==> src/rtl/cpu_io_port.sv <==
// ----------------------------------------------------------------------------
// cpu_io_port
//   On-chip processor I/O port. PORTS banks of direction + data registers are
//   decoded at BASE (DIR[k] at BASE+2k, DATA[k] at BASE+2k+1). The block sits
//   between the CPU core and the system bus. It intercepts register accesses
//   and muxes port read data into the core. Any other access passes through to
//   the bus.
//   Masked input bits that float (FADE_MASK) keep their last driven level for
//   FADE_CYCLES enable cycles and then read 0. A write to a port register drives
//   the last byte read onto the bus instead of the core data.
//
//   Optional feature macro: CPU_IO_PORT_IRQ_EN
//     When it is defined, IMASK[k] and ISTAT[k] live at BASE+2*PORTS+2k and
//     BASE+2*PORTS+2k+1. Falling edges on input-direction pins latch into
//     ISTAT. Writing 1 to an ISTAT bit clears it. irq_n is a registered,
//     active-low OR of ISTAT & IMASK.
//     When it is undefined, those addresses are unmapped and irq_n is tied to 1.
//
// Ports
//   clk        in   system clock
//   reset_n    in   synchronous active-low reset (overrides enable)
//   enable     in   CPU clock enable, qualifies every register update
//   address    in   CPU address [ADDR_W]
//   rw         in   1 = read, 0 = write
//   core_dout  in   write data from the core [WIDTH]
//   bus_din    in   read data from the system bus [WIDTH]
//   core_din   out  read data to the core (combinational mux) [WIDTH]
//   bus_dout   out  write data to the system bus (combinational) [WIDTH]
//   sel        out  address hits a port register (combinational)
//   port_in    in   pin levels, port k at [k*WIDTH +: WIDTH]
//   port_out   out  data registers, packed like port_in
//   port_dir   out  direction registers (1 = output), packed like port_in
//   irq_n      out  active-low interrupt
// ----------------------------------------------------------------------------
module cpu_io_port #(
    parameter int                 WIDTH       = 8,
    parameter int                 PORTS       = 1,
    parameter int                 ADDR_W      = 16,
    parameter logic [ADDR_W-1:0]  BASE        = 16'h0000,
    parameter logic [WIDTH-1:0]   FADE_MASK   = 8'hC0,
    parameter int                 FADE_CYCLES = 16
) (
    input  logic                     clk,
    input  logic                     reset_n,
    input  logic                     enable,
    input  logic [ADDR_W-1:0]        address,
    input  logic                     rw,
    input  logic [WIDTH-1:0]         core_dout,
    input  logic [WIDTH-1:0]         bus_din,
    output logic [WIDTH-1:0]         core_din,
    output logic [WIDTH-1:0]         bus_dout,
    output logic                     sel,
    input  logic [PORTS*WIDTH-1:0]   port_in,
    output logic [PORTS*WIDTH-1:0]   port_out,
    output logic [PORTS*WIDTH-1:0]   port_dir,
    output logic                     irq_n
);

    localparam int               CNT_W     = $clog2(FADE_CYCLES + 1);
    localparam logic [CNT_W-1:0] FADE_LOAD = CNT_W'(FADE_CYCLES);

    logic [WIDTH-1:0]  dir_q      [PORTS];
    logic [WIDTH-1:0]  dir_d      [PORTS];
    logic [WIDTH-1:0]  data_q     [PORTS];
    logic [WIDTH-1:0]  data_d     [PORTS];
    logic [WIDTH-1:0]  held_q     [PORTS];
    logic [WIDTH-1:0]  held_d     [PORTS];
    logic [CNT_W-1:0]  fade_cnt_q [PORTS];
    logic [CNT_W-1:0]  fade_cnt_d [PORTS];
    logic [WIDTH-1:0]  pin_s      [PORTS];
    logic [WIDTH-1:0]  last_read_q;
    logic [WIDTH-1:0]  last_read_d;

    logic [ADDR_W-1:0] offset_s;
    logic [PORTS-1:0]  dir_hit_s;
    logic [PORTS-1:0]  data_hit_s;
    logic              irq_sel_s;
    logic [WIDTH-1:0]  irq_rd_s;
    logic [WIDTH-1:0]  port_rd_s;
    logic              wr_s;

    // Address decode of the direction/data registers relative to BASE.
    always_comb begin
        offset_s = address - BASE;
        for (int k = 0; k < PORTS; k++) begin
            dir_hit_s[k]  = (offset_s == ADDR_W'(2 * k));
            data_hit_s[k] = (offset_s == ADDR_W'(2 * k + 1));
        end
        sel   = (|dir_hit_s) | (|data_hit_s) | irq_sel_s;
        wr_s  = enable & ~rw;
    end

    // Pin view seen by the core: outputs read DATA, floating masked bits read
    // the held level while the fade counter runs, other inputs read the pins.
    always_comb begin
        for (int k = 0; k < PORTS; k++) begin
            pin_s[k] = (dir_q[k] & data_q[k])
                     | (~dir_q[k] & FADE_MASK
                        & ((fade_cnt_q[k] != {CNT_W{1'b0}}) ? held_q[k] : {WIDTH{1'b0}}))
                     | (~dir_q[k] & ~FADE_MASK & port_in[k*WIDTH +: WIDTH]);
        end
    end

    // Read data mux and bus write-data selection.
    always_comb begin
        port_rd_s = {WIDTH{1'b0}};
        for (int k = 0; k < PORTS; k++) begin
            port_rd_s = port_rd_s
                      | (dir_hit_s[k]  ? dir_q[k] : {WIDTH{1'b0}})
                      | (data_hit_s[k] ? pin_s[k] : {WIDTH{1'b0}});
        end
        core_din = (sel & rw) ? (port_rd_s | irq_rd_s) : bus_din;
        // A port-register write leaks the last byte read onto the bus.
        bus_dout = (sel & ~rw) ? last_read_q : core_dout;
    end

    // Next-state logic for registers, held fade bits and fade counters.
    always_comb begin
        for (int k = 0; k < PORTS; k++) begin
            dir_d[k]  = (wr_s & dir_hit_s[k])  ? core_dout : dir_q[k];
            data_d[k] = (wr_s & data_hit_s[k]) ? core_dout : data_q[k];
            // While a bit is an output its held value follows DATA.
            held_d[k] = enable ? ((dir_q[k] & data_q[k]) | (~dir_q[k] & held_q[k])) : held_q[k];
            // A masked bit turning from output to input restarts the fade; the
            // reload takes priority over the running decrement.
            if (|(dir_q[k] & ~dir_d[k] & FADE_MASK)) begin
                fade_cnt_d[k] = FADE_LOAD;
            end else if (enable && (fade_cnt_q[k] != {CNT_W{1'b0}})) begin
                fade_cnt_d[k] = fade_cnt_q[k] - CNT_W'(1'b1);
            end else begin
                fade_cnt_d[k] = fade_cnt_q[k];
            end
        end
        last_read_d = (enable & rw) ? core_din : last_read_q;
    end

    // Port state registers with synchronous active-low reset.
    always_ff @(posedge clk) begin
        if (!reset_n) begin
            for (int k = 0; k < PORTS; k++) begin
                dir_q[k]      <= {WIDTH{1'b0}};
                data_q[k]     <= {WIDTH{1'b0}};
                held_q[k]     <= {WIDTH{1'b0}};
                fade_cnt_q[k] <= {CNT_W{1'b0}};
            end
            last_read_q <= {WIDTH{1'b0}};
        end else begin
            for (int k = 0; k < PORTS; k++) begin
                dir_q[k]      <= dir_d[k];
                data_q[k]     <= data_d[k];
                held_q[k]     <= held_d[k];
                fade_cnt_q[k] <= fade_cnt_d[k];
            end
            last_read_q <= last_read_d;
        end
    end

    // Pack register arrays onto the flat output buses.
    always_comb begin
        for (int k = 0; k < PORTS; k++) begin
            port_out[k*WIDTH +: WIDTH] = data_q[k];
            port_dir[k*WIDTH +: WIDTH] = dir_q[k];
        end
    end

`ifdef CPU_IO_PORT_IRQ_EN
    logic [WIDTH-1:0] imask_q    [PORTS];
    logic [WIDTH-1:0] imask_d    [PORTS];
    logic [WIDTH-1:0] istat_q    [PORTS];
    logic [WIDTH-1:0] istat_d    [PORTS];
    logic [WIDTH-1:0] pin_prev_q [PORTS];
    logic [WIDTH-1:0] pin_prev_d [PORTS];
    logic [PORTS-1:0] imask_hit_s;
    logic [PORTS-1:0] istat_hit_s;
    logic             irq_n_q;
    logic             irq_n_d;
    logic             pending_s;

    // Interrupt register decode, read data and next-state logic.
    always_comb begin
        irq_rd_s  = {WIDTH{1'b0}};
        pending_s = 1'b0;
        for (int k = 0; k < PORTS; k++) begin
            imask_hit_s[k] = (offset_s == ADDR_W'(2 * PORTS + 2 * k));
            istat_hit_s[k] = (offset_s == ADDR_W'(2 * PORTS + 2 * k + 1));
            irq_rd_s = irq_rd_s
                     | (imask_hit_s[k] ? imask_q[k] : {WIDTH{1'b0}})
                     | (istat_hit_s[k] ? istat_q[k] : {WIDTH{1'b0}});
            imask_d[k]    = (wr_s & imask_hit_s[k]) ? core_dout : imask_q[k];
            pin_prev_d[k] = enable ? port_in[k*WIDTH +: WIDTH] : pin_prev_q[k];
            // Set (falling edge on an input pin) wins over write-1-to-clear.
            istat_d[k] = enable
                       ? ((istat_q[k] & ~((wr_s & istat_hit_s[k]) ? core_dout : {WIDTH{1'b0}}))
                          | (pin_prev_q[k] & ~port_in[k*WIDTH +: WIDTH] & ~dir_q[k]))
                       : istat_q[k];
            pending_s = pending_s | (|(istat_q[k] & imask_q[k]));
        end
        irq_sel_s = (|imask_hit_s) | (|istat_hit_s);
        irq_n_d   = enable ? ~pending_s : irq_n_q;
    end

    // Interrupt state registers with synchronous active-low reset.
    always_ff @(posedge clk) begin
        if (!reset_n) begin
            for (int k = 0; k < PORTS; k++) begin
                imask_q[k]    <= {WIDTH{1'b0}};
                istat_q[k]    <= {WIDTH{1'b0}};
                pin_prev_q[k] <= {WIDTH{1'b0}};
            end
            irq_n_q <= 1'b1;
        end else begin
            for (int k = 0; k < PORTS; k++) begin
                imask_q[k]    <= imask_d[k];
                istat_q[k]    <= istat_d[k];
                pin_prev_q[k] <= pin_prev_d[k];
            end
            irq_n_q <= irq_n_d;
        end
    end

    assign irq_n = irq_n_q;
`else
    assign irq_sel_s = 1'b0;
    assign irq_rd_s  = {WIDTH{1'b0}};
    assign irq_n     = 1'b1;
`endif

endmodule

==> config.mk <==
export PLATFORM = sky130hd
export DESIGN_NAME = cpu_io_port
export DESIGN_NICKNAME = d
export VERILOG_FILES = /design/src/rtl/cpu_io_port.sv
export SDC_FILE = /design/constraint.sdc
export NUM_CORES = 1
export LEC_CHECK = 0
export BUFFER_PORTS_ARGS = -buffer_cell sky130_fd_sc_hd__clkbuf_2
export CORE_ASPECT_RATIO = 0.8
export CORE_MARGIN = 2
export CORE_UTILIZATION = 33
export CTS_CLUSTER_SIZE = 16
export DETAILED_ROUTE_END_ITERATION = 8
export GPL_ROUTABILITY_DRIVEN = 1
export PLACE_DENSITY = 0.62
export SLEW_MARGIN = 15
export SYNTH_ARGS = -nofsm -noshare
export SYNTH_HDL_FRONTEND = slang
export SYNTH_SLANG_ARGS = --single-unit
==> constraint.sdc <==
create_clock -name clk -period 2.3 [get_ports clk]
set_input_delay 0.46 -clock clk [delete_from_list [all_inputs] [get_ports clk]]
set_output_delay 0.46 -clock clk [all_outputs]
set_load 0.01 [all_outputs]
==> flow_summary.yaml <==
run_status:
  status: "completed"
cts:
  htree_levels: 2
  insertion_delay_ns: 0.29
  cts-hold-fix-buffers: 0
  cts.clk_slew.worst_paths_ns: 0.07
  numCtsBuffers: 5
  clockRootBuffer: "clkbuf_8"
  cts_sinks: 31
  cts_buffer_depth: 2
  tritoncts: "built"
worst_setup_path:
  cp.required_ns: 1.84
  critical_path.top_delay_family: "simple AND/OR/NAND/NOR gates"
  path_buf_inv: 2
  crit_type: "flip-flop to output pin"
  critPathSlowestCell: "or4b_4"
  cp_max_fo: 3
  critPathMaxStageDelay_ns: 0.48
  path_cells: "inv_2, ha_4, or4b_4, nand4b_1, and2_1, o21ai_0, buf_2"
  worstSetupStartpointType: "flip-flop"
  endpoint_kind: "output pin"
  cp.arrival_ns: 1.78
yosys:
  synth_cells: 216
  yosysWarningCount: 0
  synth_edf_count: 0
  netlist_area_um2: 1790
  synth_area_per_cell_um2: 8.31
  yosysSeqAreaShare_pct: 34.6
  ys_types: 38
  synthFlopType: "dfxtp_1"
  ys_ff_latch: 31
  syn-num-nets: 261
  async_flop_share_pct: 0
layout:
  num-nets-final: 341
  areaGrowthSynthToFinish_pct: 32.2
  antennaDiodeCount: 0
  final_common_cell: "clkbuf_2"
  drive_gt1_share_pct: 38.0
  final_cell_mix: "clkbuf_2 (72), nand2_1 (53), dfxtp_1 (30), mux2i_1 (16), buf_4 (13)"
route:
  drt-vias-per-instance: 5.00
  first_pass_iters: 5
  drt_iter0_drc: 100
  dr_total_vias: 1796
  drt-wirelength-per-cell_um: 14.2
  routed_wl_um: 5100
  route.detailed.drc: 0
  drtAntennaViolNets: 0
pwr:
  peakVddDrop_uv: 237
  seq_power_share_pct: 42.4
  power.density_nw_per_um2: 603
  comb_power_share_pct: 27.7
  p_int_uw: 988
  power.net_switching_uw: 441
  power.leakage_uw: 0.00103
  swShare_pct: 30.9
  total_power_uw: 1430
  p_clk_share_pct: 29.9
grt:
  track_usage_pct: 16.8
  grt_pass1_wl_um: 7970
  antenna_found_initial: 0
  gr-total-overflow: 0
  grt_pass1_vias: 1641
  grt_max_degree: 18
hold_path:
  hold_class: "input port to flip-flop"
timing:
  drv_slew: 0
  setup_viol: 0
  hold_viol: 0
  fin_crit_sh_pct: 97.4
  finalSetupTns_ns: 0
  fin_skew_ns: 0.0110
  fin_crit_ns: 2.24
  rsz0062_at_grt: "yes"
  max_freq_mhz: 446
floorplanning:
  num_rows: 23
  core_um2: 5120
  ios: 78
  die_w_um: 86.4
  dieArea_um2: 6050
  start_util_pct: 35.0
  die_h_um: 70.0
placement:
  hpwl_um: 3800
  port_buffers: 74
  place_congestion: 0.771
flow_run:
  drv_cap: 0
==> through the flow <==
stage	hold WS (ns)	instance area [um^2]	std cells	worst slack [ns]	util [%]
5_1_grt	0.456	2370	359	-0.0224	46.3
3_5_place_dp	0.444	2220	348	-0.0222	43.4
3_3_place_gp	0.436	2220	348	0.00971	43.4
6_report	0.442	2370	359	0.0587	46.3
4_1_cts	0.441	2340	358	0.00489	45.8
2_1_floorplan	0.419	1790	216	0.180	-
==> final cells by class <==
type	instances	area, um^2
fillers	551	2750
multi-input cells	165	1100
flip-flops and latches	31	622
repair buffers	87	468
well taps	62	77.6
clock buffers	6	72.6
inverters	6	22.5
clock inverters	2	12.5
==> power groups by stage <==
stage          Combinational (uW)  Sequential (uW)  Clock [uW]
5_1_grt                       448              613         455
4_1_cts                       374              603         431
3_5_place_dp                  308              613           0
6_report                      396              607         427
3_3_place_gp                  301              612           0
2_1_floorplan                 219              606           0
==> synth_stat cells, types with 4 or more instances <==
cell,instances,share of area [%]
a211oi_1,4,1.7
and2_1,4,1.4
and3_1,4,1.4
and4_1,4,2.0
clkbuf_1,7,1.5
dfxtp_1,31,35
inv_1,6,1.3
mux2_2,9,5.6
mux2i_1,16,8.9
nand2_1,53,11
nand3_1,5,1.4
nor2_1,8,1.7
nor3b_1,6,2.5
o21ai_0,12,3.3
o31ai_1,6,2.5
==> layer usage <==
metal	vias up	global-route usage (%)	routed length [um]
met4	0	5.21	60
met5	-	0	0
li1	913	-	-
met1	830	24.4	2510
met3	5	4.02	253
met2	48	24.2	2280
==> worst min-delay path: stages <==
cell	delay (ns)
clkbuf_2	0.09
nand2_1	0.07
mux2i_1	0.07
==> repair_timing <==
item | in CTS | in global routing
pin swaps | 2 | 4
gates resized for setup | 4 | 8
setup endpoints to repair | 5 | 8
setup buffers | 2 | 1
==> logic make-up after synthesis <==
family                   count (synthesis)  share of synthesized area, %
AND/OR/NAND/NOR                        100                          29.6
AO/OA/AOI/OAI                           35                          12.2
flip-flops                              31                          34.6
multiplexers                            25                          14.6
buffers and inverters                   20                          6.62
XOR/XNOR                                 3                          1.46
adder cells (fa/ha/maj)                  1                         0.697
other                                    1                         0.209
==> final timing paths <==
check | start | endpoint | slack (ns) | depth (start not counted)
max | fade_cnt_q[0][1] | core_din[6] | 0.06 | 7
min | core_dout[4] | flip-flop | 0.44 | 3
max reg2reg | fade_cnt_q[0][1] | fade_cnt_q[0][1] | 0.70 | 6
min reg2reg | last_read_q[6] | last_read_q[6] | 0.46 | 2
Power figures use the tool's default switching activity.
